$ cat src/rtl/addsub_pkg.sv
// -----------------------------------------------------------------------------
// addsub_pkg
// Shared definitions for the iterative add/subtract unit:
//   - operation encodings (OP_ADD / OP_SUB)
//   - control FSM state encoding
//   - helper returning the signed saturation limits for a given width
// -----------------------------------------------------------------------------
package addsub_pkg;

    localparam logic OP_ADD = 1'b0;
    localparam logic OP_SUB = 1'b1;

    // Widest result the saturation helper can describe.
    localparam int unsigned SAT_MAX_W = 64;

    typedef enum logic [1:0] {
        ST_IDLE = 2'd0,
        ST_BUSY = 2'd1,
        ST_FIN  = 2'd2
    } state_t;

    // Signed extreme for a width-bit two's-complement value:
    // neg=1 -> most negative (100..0), neg=0 -> most positive (011..1).
    // The caller truncates the returned value to its own width.
    function automatic logic [SAT_MAX_W-1:0] sat_limit(input int unsigned width,
                                                       input logic        neg);
        logic [SAT_MAX_W-1:0] msb_s;
        msb_s = {{(SAT_MAX_W-1){1'b0}}, 1'b1} << (width - 32'd1);
        if (neg) begin
            return msb_s;
        end else begin
            return msb_s - {{(SAT_MAX_W-1){1'b0}}, 1'b1};
        end
    endfunction

endpackage

$ cat src/rtl/addsub_multicycle_if.sv
// -----------------------------------------------------------------------------
// addsub_multicycle_if
// Handshake and data bundle of the iterative add/subtract unit.
//   START  request (sampled only while the unit is not busy)
//   OP     0 = add, 1 = subtract
//   A, B   operands (WIDTH bits)
//   BUSY   operation in progress
//   DONE   one-cycle completion pulse
//   RESULT final sum/difference, held until the next completion
//   CARRY  carry-out (add) / borrow (sub)
//   ZERO, NEG, OVF  result flags
// Modports: master = requester (control FSM), slave = the arithmetic unit.
// -----------------------------------------------------------------------------
interface addsub_multicycle_if #(
    parameter int WIDTH = 16
);
    logic             START;
    logic             OP;
    logic [WIDTH-1:0] A;
    logic [WIDTH-1:0] B;
    logic             BUSY;
    logic             DONE;
    logic [WIDTH-1:0] RESULT;
    logic             CARRY;
    logic             ZERO;
    logic             NEG;
    logic             OVF;

    modport master (
        output START, OP, A, B,
        input  BUSY, DONE, RESULT, CARRY, ZERO, NEG, OVF
    );

    modport slave (
        input  START, OP, A, B,
        output BUSY, DONE, RESULT, CARRY, ZERO, NEG, OVF
    );
endinterface

$ cat src/rtl/addsub_chunk.sv
// -----------------------------------------------------------------------------
// addsub_chunk
// Combinational CHUNK-bit ripple adder slice.
//   a, b      chunk operands
//   cin       carry in
//   sum       chunk sum
//   cout      carry out of the top bit
//   c_msb_in  carry into the top bit (used for signed overflow on the last chunk)
// -----------------------------------------------------------------------------
module addsub_chunk #(
    parameter int CHUNK = 4
) (
    input  logic [CHUNK-1:0] a,
    input  logic [CHUNK-1:0] b,
    input  logic             cin,
    output logic [CHUNK-1:0] sum,
    output logic             cout,
    output logic             c_msb_in
);

    logic [CHUNK:0] c_s;

    // Bit-serial ripple: c_s[i] is the carry into bit i.
    always_comb begin
        c_s    = {(CHUNK+1){1'b0}};
        sum    = {CHUNK{1'b0}};
        c_s[0] = cin;
        for (int i = 0; i < CHUNK; i++) begin
            sum[i]   = a[i] ^ b[i] ^ c_s[i];
            c_s[i+1] = (a[i] & b[i]) | (c_s[i] & (a[i] ^ b[i]));
        end
    end

    assign cout     = c_s[CHUNK];
    assign c_msb_in = c_s[CHUNK-1];

endmodule

$ cat src/rtl/addsub_multicycle.sv
// -----------------------------------------------------------------------------
// addsub_multicycle
// Iterative add/subtract unit. Operands are latched on an accepted START and
// processed CHUNK bits per clock, LSB first, through a registered carry. The
// full result and flags are written only on the final processing edge, then
// DONE pulses for one cycle (a START in that cycle is accepted back-to-back).
//
// Parameters:
//   WIDTH  operand/result width (>= 2)
//   CHUNK  bits per cycle, must divide WIDTH; N = WIDTH/CHUNK processing edges
// Ports:
//   CLK    rising-edge clock
//   RST    synchronous active-high reset (aborts any operation, no DONE)
//   bus    addsub_multicycle_if.slave (START/OP/A/B in, BUSY/DONE/RESULT/flags out)
// Build option:
//   ADDSUB_MULTICYCLE_SAT_EN  when defined, a signed overflow clamps RESULT to
//                             the signed extreme selected by the sign of A;
//                             otherwise the result wraps.
// -----------------------------------------------------------------------------
module addsub_multicycle
    import addsub_pkg::*;
#(
    parameter int WIDTH = 16,
    parameter int CHUNK = 4
) (
    input  logic             CLK,
    input  logic             RST,
    addsub_multicycle_if.slave bus
);

    localparam int N     = WIDTH / CHUNK;
    localparam int IDX_W = (N > 1) ? $clog2(N) : 1;

    if (WIDTH < 2) begin : g_bad_width
        $error("addsub_multicycle: WIDTH must be at least 2");
    end
    if ((CHUNK < 1) || ((WIDTH % CHUNK) != 0)) begin : g_bad_chunk
        $error("addsub_multicycle: CHUNK must divide WIDTH");
    end

    state_t             state_r;
    state_t             state_nx_s;
    logic [IDX_W-1:0]   idx_r;
    logic [WIDTH-1:0]   a_r;
    logic [WIDTH-1:0]   b_r;          // B for add, ~B for subtract
    logic               op_r;
    logic               carry_r;
    logic [WIDTH-1:0]   acc_r;

    logic               busy_r;
    logic               done_r;
    logic [WIDTH-1:0]   result_r;
    logic               carry_flag_r;
    logic               zero_r;
    logic               neg_r;
    logic               ovf_r;

    logic               accept_s;
    logic               last_s;
    logic [31:0]        base_s;
    logic [CHUNK-1:0]   a_chunk_s;
    logic [CHUNK-1:0]   b_chunk_s;
    logic [CHUNK-1:0]   sum_s;
    logic               cout_s;
    logic               c_msb_s;
    logic [WIDTH-1:0]   acc_nx_s;
    logic [WIDTH-1:0]   res_s;
    logic               ovf_s;

    // A request is only seen in IDLE or in the DONE cycle; START while busy is dropped.
    assign accept_s = bus.START && ((state_r == ST_IDLE) || (state_r == ST_FIN));
    assign last_s   = (state_r == ST_BUSY) && (idx_r == IDX_W'(N - 1));
    assign base_s   = 32'(idx_r) * 32'(CHUNK);

    // Select the chunk currently being processed.
    always_comb begin
        a_chunk_s = a_r[base_s +: CHUNK];
        b_chunk_s = b_r[base_s +: CHUNK];
    end

    addsub_chunk #(.CHUNK(CHUNK)) u_chunk (
        .a        (a_chunk_s),
        .b        (b_chunk_s),
        .cin      (carry_r),
        .sum      (sum_s),
        .cout     (cout_s),
        .c_msb_in (c_msb_s)
    );

    // Accumulator with the current chunk's sum merged in; on the last edge this is the full result.
    always_comb begin
        acc_nx_s                  = acc_r;
        acc_nx_s[base_s +: CHUNK] = sum_s;
    end

    // Final result, with optional clamp on signed overflow.
    always_comb begin
        ovf_s = c_msb_s ^ cout_s;
        res_s = acc_nx_s;
`ifdef ADDSUB_MULTICYCLE_SAT_EN
        if (ovf_s) begin
            res_s = WIDTH'(sat_limit(WIDTH, a_r[WIDTH-1]));
        end else begin
            res_s = acc_nx_s;
        end
`endif
    end

    // Next-state decode of the control FSM.
    always_comb begin
        state_nx_s = state_r;
        case (state_r)
            ST_IDLE: begin
                if (accept_s) begin
                    state_nx_s = ST_BUSY;
                end else begin
                    state_nx_s = ST_IDLE;
                end
            end
            ST_BUSY: begin
                if (last_s) begin
                    state_nx_s = ST_FIN;
                end else begin
                    state_nx_s = ST_BUSY;
                end
            end
            ST_FIN: begin
                if (accept_s) begin
                    state_nx_s = ST_BUSY;
                end else begin
                    state_nx_s = ST_IDLE;
                end
            end
            default: begin
                state_nx_s = ST_IDLE;
            end
        endcase
    end

    // FSM state register.
    always_ff @(posedge CLK) begin
        if (RST) begin
            state_r <= ST_IDLE;
        end else begin
            state_r <= state_nx_s;
        end
    end

    // Operand latch, chunk index and registered carry chain.
    always_ff @(posedge CLK) begin
        if (RST) begin
            idx_r   <= {IDX_W{1'b0}};
            a_r     <= {WIDTH{1'b0}};
            b_r     <= {WIDTH{1'b0}};
            op_r    <= 1'b0;
            carry_r <= 1'b0;
            acc_r   <= {WIDTH{1'b0}};
        end else if (accept_s) begin
            idx_r   <= {IDX_W{1'b0}};
            a_r     <= bus.A;
            b_r     <= (bus.OP == OP_SUB) ? ~bus.B : bus.B;
            op_r    <= bus.OP;
            carry_r <= bus.OP;               // +1 completes the two's complement of B
            acc_r   <= {WIDTH{1'b0}};
        end else if (state_r == ST_BUSY) begin
            acc_r   <= acc_nx_s;
            carry_r <= cout_s;
            idx_r   <= last_s ? {IDX_W{1'b0}} : (idx_r + IDX_W'(1));
        end
    end

    // Registered handshake outputs and result/flags (updated only on the final edge).
    always_ff @(posedge CLK) begin
        if (RST) begin
            busy_r       <= 1'b0;
            done_r       <= 1'b0;
            result_r     <= {WIDTH{1'b0}};
            carry_flag_r <= 1'b0;
            zero_r       <= 1'b0;
            neg_r        <= 1'b0;
            ovf_r        <= 1'b0;
        end else begin
            busy_r <= (state_nx_s == ST_BUSY);
            done_r <= (state_nx_s == ST_FIN);
            if (last_s) begin
                result_r     <= res_s;
                // Subtract reports borrow, which is the inverse of the adder carry.
                carry_flag_r <= (op_r == OP_SUB) ? ~cout_s : cout_s;
                zero_r       <= (res_s == {WIDTH{1'b0}});
                neg_r        <= res_s[WIDTH-1];
                ovf_r        <= ovf_s;
            end
        end
    end

    assign bus.BUSY   = busy_r;
    assign bus.DONE   = done_r;
    assign bus.RESULT = result_r;
    assign bus.CARRY  = carry_flag_r;
    assign bus.ZERO   = zero_r;
    assign bus.NEG    = neg_r;
    assign bus.OVF    = ovf_r;

endmodule
$ cat src/flat_wrapper.sv
// flat-port wrapper written by rule: the top's interface ports become plain ports
module addsub_multicycle_flat import addsub_pkg::*;
#(
    parameter int WIDTH = 16,
    parameter int CHUNK = 4
)
  (CLK, RST, bus_START, bus_OP, bus_A, bus_B, bus_BUSY, bus_DONE, bus_RESULT, bus_CARRY, bus_ZERO, bus_NEG, bus_OVF);
  addsub_multicycle_if #(.WIDTH(WIDTH)) bus_i ();
  input  logic CLK;
  input  logic RST;
  input wire logic [$bits(bus_i.START)-1:0] bus_START;
  input wire logic [$bits(bus_i.OP)-1:0] bus_OP;
  input wire logic [$bits(bus_i.A)-1:0] bus_A;
  input wire logic [$bits(bus_i.B)-1:0] bus_B;
  output wire logic [$bits(bus_i.BUSY)-1:0] bus_BUSY;
  output wire logic [$bits(bus_i.DONE)-1:0] bus_DONE;
  output wire logic [$bits(bus_i.RESULT)-1:0] bus_RESULT;
  output wire logic [$bits(bus_i.CARRY)-1:0] bus_CARRY;
  output wire logic [$bits(bus_i.ZERO)-1:0] bus_ZERO;
  output wire logic [$bits(bus_i.NEG)-1:0] bus_NEG;
  output wire logic [$bits(bus_i.OVF)-1:0] bus_OVF;
  assign bus_i.START = bus_START;
  assign bus_i.OP = bus_OP;
  assign bus_i.A = bus_A;
  assign bus_i.B = bus_B;
  assign bus_BUSY = bus_i.BUSY;
  assign bus_DONE = bus_i.DONE;
  assign bus_RESULT = bus_i.RESULT;
  assign bus_CARRY = bus_i.CARRY;
  assign bus_ZERO = bus_i.ZERO;
  assign bus_NEG = bus_i.NEG;
  assign bus_OVF = bus_i.OVF;
  addsub_multicycle #(.WIDTH(WIDTH), .CHUNK(CHUNK)) u_core (.CLK(CLK), .RST(RST), .bus(bus_i));
endmodule
$ cat config.mk
export PLATFORM = sky130hd
export DESIGN_NAME = addsub_multicycle_flat
export DESIGN_NICKNAME = d
export VERILOG_FILES = /design/src/rtl/addsub_pkg.sv /design/src/rtl/addsub_multicycle_if.sv /design/src/rtl/addsub_chunk.sv /design/src/rtl/addsub_multicycle.sv /design/src/flat_wrapper.sv
export SDC_FILE = /design/constraint.sdc
export NUM_CORES = 1
export LEC_CHECK = 0
export ABC_CLOCK_PERIOD_IN_PS = 3660
export BUFFER_PORTS_ARGS = -buffer_cell sky130_fd_sc_hd__clkbuf_2
export CAP_MARGIN = 5
export CORE_MARGIN = 2
export CORE_UTILIZATION = 37
export DETAILED_ROUTE_END_ITERATION = 6
export PLACE_DENSITY = 0.71
export REMOVE_ABC_BUFFERS = 1
export SLEW_MARGIN = 15
export SYNTH_ARGS = -nofsm -noshare
export SYNTH_HDL_FRONTEND = slang
export SYNTH_SLANG_ARGS = --single-unit
$ cat constraint.sdc
create_clock -name CLK -period 3.66 [get_ports CLK]
set_input_delay 0.366 -clock CLK [delete_from_list [all_inputs] [get_ports CLK]]
set_output_delay 0.366 -clock CLK [all_outputs]
set_load 0.05 [all_outputs]
== Yosys cells after proc, flatten, opt, wreduce, memory -nomap -nowiden ==
Cells that the tools add are included.
Storage, ports and cells
  register bits after elaboration: 76
  input bits: 36
  output and inout bits: 22
  logic and storage cells: 65
Operators by class
  equality and inequality tests: 5
  reduce and logical (&&, ||, !) cells: 8
  bitwise gates (word level): 23
  shift operators: 4
  muxes and demuxes: 9
  add/sub/neg operators: 2
Operator list (number)
  $neg 4->34: 1
  $shift 4x34->16 const A: 1
  $shiftx 4x34->16: 1
  $shiftx 16x5->4: 2
  $bwmux 16: 1
  $logic_not 16->1: 1
  $mux 16: 1
  $not 16->16: 1
  $xor 1x1->1: 9
  $and 1x1->1: 8
  $eq 2x2->1 const B: 3
  $eq 2x1->1 const B: 2
  $mux 1: 4
  $mux 2: 2
  $or 1x1->1: 4
  $pmux 2 s2: 1
  $reduce_or 2->1: 2
  $add 2x1->2 const B: 1
  $logic_and 1x1->1: 2
  $logic_not 2->1: 1
  $reduce_bool 2->1: 1
  $logic_or 1x1->1: 1
  $not 1->1: 1

== Longest topological paths before layout ==
  depth after elaboration: 12
  gate-level depth with buffers: 14
  mapped depth without buffers: 13

== Hierarchy ==
From an unflattened synthesis, not the netlist that was laid out.
Unflattened totals
  cells, all modules: 362
  area total of the unflattened synthesis: 3328.2 um^2
Modules (own cells, without submodules)
  addsub_multicycle: cells each 350, area an instance 3218.1 um^2, seq. area each 1421.4 um^2, instances 1
  addsub_chunk: cells each 12, area an instance 110.1 um^2, seq. area each 0.0 um^2, instances 1

== Least setup slack after synthesis ==
No wires, ideal clock.
  path type: register -> register
  start point: register u_core.idx_r[0]
  end point: register u_core.zero_r, in the netlist u_core.bus.ZERO
  period minus slack after synthesis: 3.516 ns
  buffers on the path: 1
  arrival time: 3.456 ns
  slack: 0.144 ns
  setup time: 0.060 ns
  stages on the path, launching flop included: 15
  required time: 3.600 ns
  cell sequence: dfxtp_1 buf_2 mux4_2 inv_1 fa_1 inv_1 fa_1 inv_1 fa_1 fa_1 inv_1 a31oi_1 nand4_1 or4_1 nand2_1
Between the ends
  cells in the longest elaborated chain, start to end: 12
  elaborated cells between the ends (all ways): 26
  classes of those cells: add/sub (1); eq/ne (1); shift (4); mux (1); bitwise (17); reduce/logical (2)
RTL lines
  start: declaration: RTL line addsub_multicycle.sv:43  | logic [IDX_W-1:0] idx_r;
  start signal: assignment: RTL line addsub_multicycle.sv:152  | idx_r <= {IDX_W{1'b0}};
  start signal: assignment: RTL line addsub_multicycle.sv:159  | idx_r <= {IDX_W{1'b0}};
  start signal: assignment: RTL line addsub_multicycle.sv:168  | idx_r <= last_s ? {IDX_W{1'b0}} : (idx_r + IDX_W'(1));
  $shiftx 16x5->4, on equally long branches: RTL line addsub_multicycle.sv:77, addsub_multicycle.sv:78
  $xor 1x1->1: RTL line addsub_chunk.sv:29, addsub_chunk.sv:30
  $and 1x1->1: RTL line addsub_chunk.sv:30  | c_s[i+1] = (a[i] & b[i]) | (c_s[i] & (a[i] ^ b[i]));
  $or 1x1->1: RTL line addsub_chunk.sv:30
  $and 1x1->1: RTL line addsub_chunk.sv:30
  $or 1x1->1: RTL line addsub_chunk.sv:30
  $and 1x1->1: RTL line addsub_chunk.sv:30
  $or 1x1->1: RTL line addsub_chunk.sv:30
  $xor 1x1->1: RTL line addsub_chunk.sv:29  | sum[i] = a[i] ^ b[i] ^ c_s[i];
  $shiftx 4x34->16: RTL line addsub_multicycle.sv:93  | acc_nx_s[base_s +: CHUNK] = sum_s;
  $bwmux 16: RTL line addsub_multicycle.sv:93
  $logic_not 16->1: RTL line addsub_multicycle.sv:189  | zero_r <= (res_s == {WIDTH{1'b0}});
  end signal: assignment: RTL line addsub_multicycle.sv:189
  end: declaration: RTL line addsub_multicycle.sv:54  | logic zero_r;
Several ways; a longest one is shown, not always the timed one.
A chain may end at the register's enable or synchronous reset.

== Worst setup path in the final report ==
Same ends and word-level chain as after synthesis.

==> impl_metrics.tcl <==
set metrics [dict create \
    status "finished clean" \
    p_leak_nw 1.475 \
    maxCapViolations 0 \
    clk_pin_slew_ps 80 \
    worstSetupPathType "reg2reg" \
    post-route-util 0.4535 \
    peakVddDrop_mv 0.2205 \
    first_pass_iters 5 \
    cts_hold_buf 0 \
    start_util 0.3839 \
    io_pins 58 \
    postRouteAntennaNets 0 \
    postSynthAreaPerCell_sq_um 8.931 \
    grt_max_degree 51 \
    synth_cell_types 30 \
    grt_pass1_wl_um 11220 \
    cts_setup_buffers 0 \
    rsz0062_at_grt "false" \
    worst_pin_slew_ps 989.2 \
    die_w_um 96.57 \
    min_period_over_period 0.9542 \
    hold_depth 3 \
    relSlewSlack 0.3392 \
    num-fill-cells 820 \
    multiInputGateArea_sq_mm 0.001594 \
    tns_ps 0 \
    root_buffer "clkbuf_8" \
    yosys_warnings 0 \
    dieArea_sq_mm 0.009326 \
    ff2ff_path_depth 13 \
    insertion_delay_ps 360 \
    antenna_cells 0 \
    drive_gt1_frac 0.2222 \
    internal-power_mw 1.294 \
    drc 0 \
    swShare 0.2669 \
    groute.usage.overall 0.1579 \
    report.final.hold_viol_count 0 \
    grt_overflow_total 0 \
    die_h_um 96.57 \
    power.switching_mw 0.4713 \
    min_period_ps 3492 \
    cts_max_level 3 \
    ys_seq_elements 71 \
    p_comb_frac 0.137 \
    final_cells 510 \
    hold_class "in2reg" \
    first_iter_violations 62 \
    routed_wl_um 6862 \
    fin_nets 445 \
    dp_cells 494 \
    endpoint_kind "flop" \
    seq_area_sq_mm 0.001424 \
    crit_arrival_ps 3790 \
    ctsResizeCount 0 \
    numCtsBuffers 9 \
    power_frac_seq 0.472 \
    crit_path_max_fanout 6 \
    vias 2569 \
    coreArea_sq_mm 0.008258 \
    hp-start "bus_A[9]" \
    p_per_area_mw_per_mm2 471.5 \
    wl_per_cell_um 13.45 \
    syn_area_sq_mm 0.003171 \
    p_clk_frac 0.391 \
    fin_skew_ps 11.07 \
    area_delta_synth_final_pct 18.11 \
    fmax_ghz 0.2863 \
    r2r_slack_ps 170 \
    antenna_found_initial 0 \
    clock-sinks 71 \
    seq_area_frac_synth 0.4483 \
    rows 33 \
    required_ps 3960 \
    cts_buffer_depth 2 \
    place.port_buffers 57 \
    cp-start-kind "flop" \
    rr_endpoint "u_core.bus.ZERO" \
    drv_slew 0 \
    setup_violations 0 \
    grt_pass1_vias 2400 \
    synthCells 355 \
    whs_endpoint "u_core.a_r[9]" \
    globalplace.congestion 0.7930 \
    timing.rr.start "u_core.idx_r[0]" \
    viasPerCell 5.037 \
    dp_hpwl_um 4863 \
    tritoncts "built" \
]
[power by group through the flow]
stage	combinational [mW]	clock [mW]	sequential, mW
floorplan	0.157	0	0.849
detailed placement	0.242	0	0.851
global route	0.273	0.733	0.837
global placement	0.234	0	0.849
CTS	0.243	0.703	0.833
finish	0.242	0.691	0.833
[cell usage in the layout (no fill, tap or decap), drive strengths merged, types with 8 or more instances in the layout]
cell    count
dfxtp      71
mux4        8
and2b       8
nor2       56
clkbuf     66
inv        15
nand2      39
a31oi      13
a211oi     41
a21oi      24
xnor2      17
[cells by family (layout without fill, tap and decap cells)]
kind of cell | count (synthesis) | after routing | synth area share
buffers and inverters | 42 | 92 | 0.05328
AOI/OAI and AO/OA | 80 | 80 | 0.1650
muxes | 8 | 8 | 0.05683
adders and majority gates | 9 | 9 | 0.04499
xor gates and xnor gates | 18 | 18 | 0.04972
DFF | 71 | 71 | 0.4483
and+or+nand+nor | 127 | 127 | 0.1819
[cells in the mapped netlist]
library cell	number	area (sq um)
xor2_1	1	8.760
nor2b_1	6	37.54
o21ai_0	1	5.000
nand4_1	2	12.51
xnor2_1	17	148.9
buf_2	6	30.03
a21oi_1	24	120.1
buf_4	1	7.510
nor3b_1	2	15.01
nand2b_1	3	18.77
and2b_1	8	60.06
nor2_1	56	210.2
inv_1	14	52.55
and2_1	1	6.260
or4_1	1	7.510
buf_1	2	7.510
clkbuf_1	19	71.32
dfxtp_1	71	1421
or3_1	1	6.260
nand3_1	3	15.01
and3b_1	1	8.760
nor4bb_1	1	10.01
nand3b_1	3	22.52
a211oi_1	41	307.8
o41ai_1	1	8.760
ha_1	5	62.56
mux4_2	8	180.2
fa_1	4	80.08
nand2_1	39	146.4
a31oi_1	13	81.33
[routing by layer]
| metal | wire length [um] | vias up | global-route usage |
|---|---|---|---|
| met4 | 90 | 0 | 0.06103 |
| met1 | 3216 | 1174 | 0.2083 |
| met5 | 0 | - | 0 |
| met3 | 359 | 11 | 0.03957 |
| li1 | - | 1314 | - |
| met2 | 3195 | 70 | 0.2494 |
[layout make-up]
class | count | area share
multi-input combinational | 242 | 0.4257
inverter | 14 | 0.01403
tap | 105 | 0.03508
timing repair buffer | 62 | 0.08620
clock buffer | 9 | 0.03308
sequential | 71 | 0.3802
clock inverter | 7 | 0.02573
[per-stage QoR]
| stage | area, sq um | worst slack (ps) | total power [mW] | hold WS, ps |
|---|---|---|---|---|
| 2_1_floorplan | 3054 | 69.22 | 1.006 | 427.1 |
| 3_3_place_gp | 3516 | 214.5 | 1.083 | 443.5 |
| 3_5_place_dp | 3516 | 55.82 | 1.092 | 445.6 |
| 4_1_cts | 3736 | 38.74 | 1.778 | 219.4 |
| 5_1_grt | 3745 | 1.267 | 1.843 | 235.4 |
| 6_report | 3745 | 167.6 | 1.766 | 227.9 |
[registers in the layout (all words and copies together), names as in the netlist]
name / count
u_core.bus.ZERO: 1
u_core.acc_r: 12
u_core.a_r: 16
u_core.carry_r: 1
u_core.bus.BUSY: 1
u_core.b_r: 16
u_core.bus.CARRY: 1
u_core.bus.DONE: 1
u_core.bus.OVF: 1
u_core.bus.RESULT: 15
u_core.op_r: 1
u_core.state_r: 2
u_core.bus.NEG: 1
u_core.idx_r: 2
[critical path, cell delays in order (launching register included)]
cell and delay [ps]:
dfxtp_2 380, mux4_2 350, inv_1 50, fa_1 370, inv_1 70, fa_1 160, inv_1 50, fa_1 410
fa_1 530, inv_1 100, a31oi_1 250, nand3_1 120, or4_1 510, nand2_1 70
[how the worst max path moves through the flow]
stage	from	to	slack (ps)	cells past startpoint
finish	u_core.idx_r[0]	u_core.bus.ZERO	170	13
global route	u_core.idx_r[0]	u_core.bus.ZERO	1	13
CTS	u_core.idx_r[0]	u_core.bus.ZERO	40	13
detailed placement	u_core.idx_r[0]	u_core.bus.ZERO	60	13
global placement	u_core.idx_r[0]	u_core.bus.ZERO	210	13
floorplan	u_core.idx_r[0]	u_core.bus.ZERO	70	13
Power figures use the tool's default switching activity.
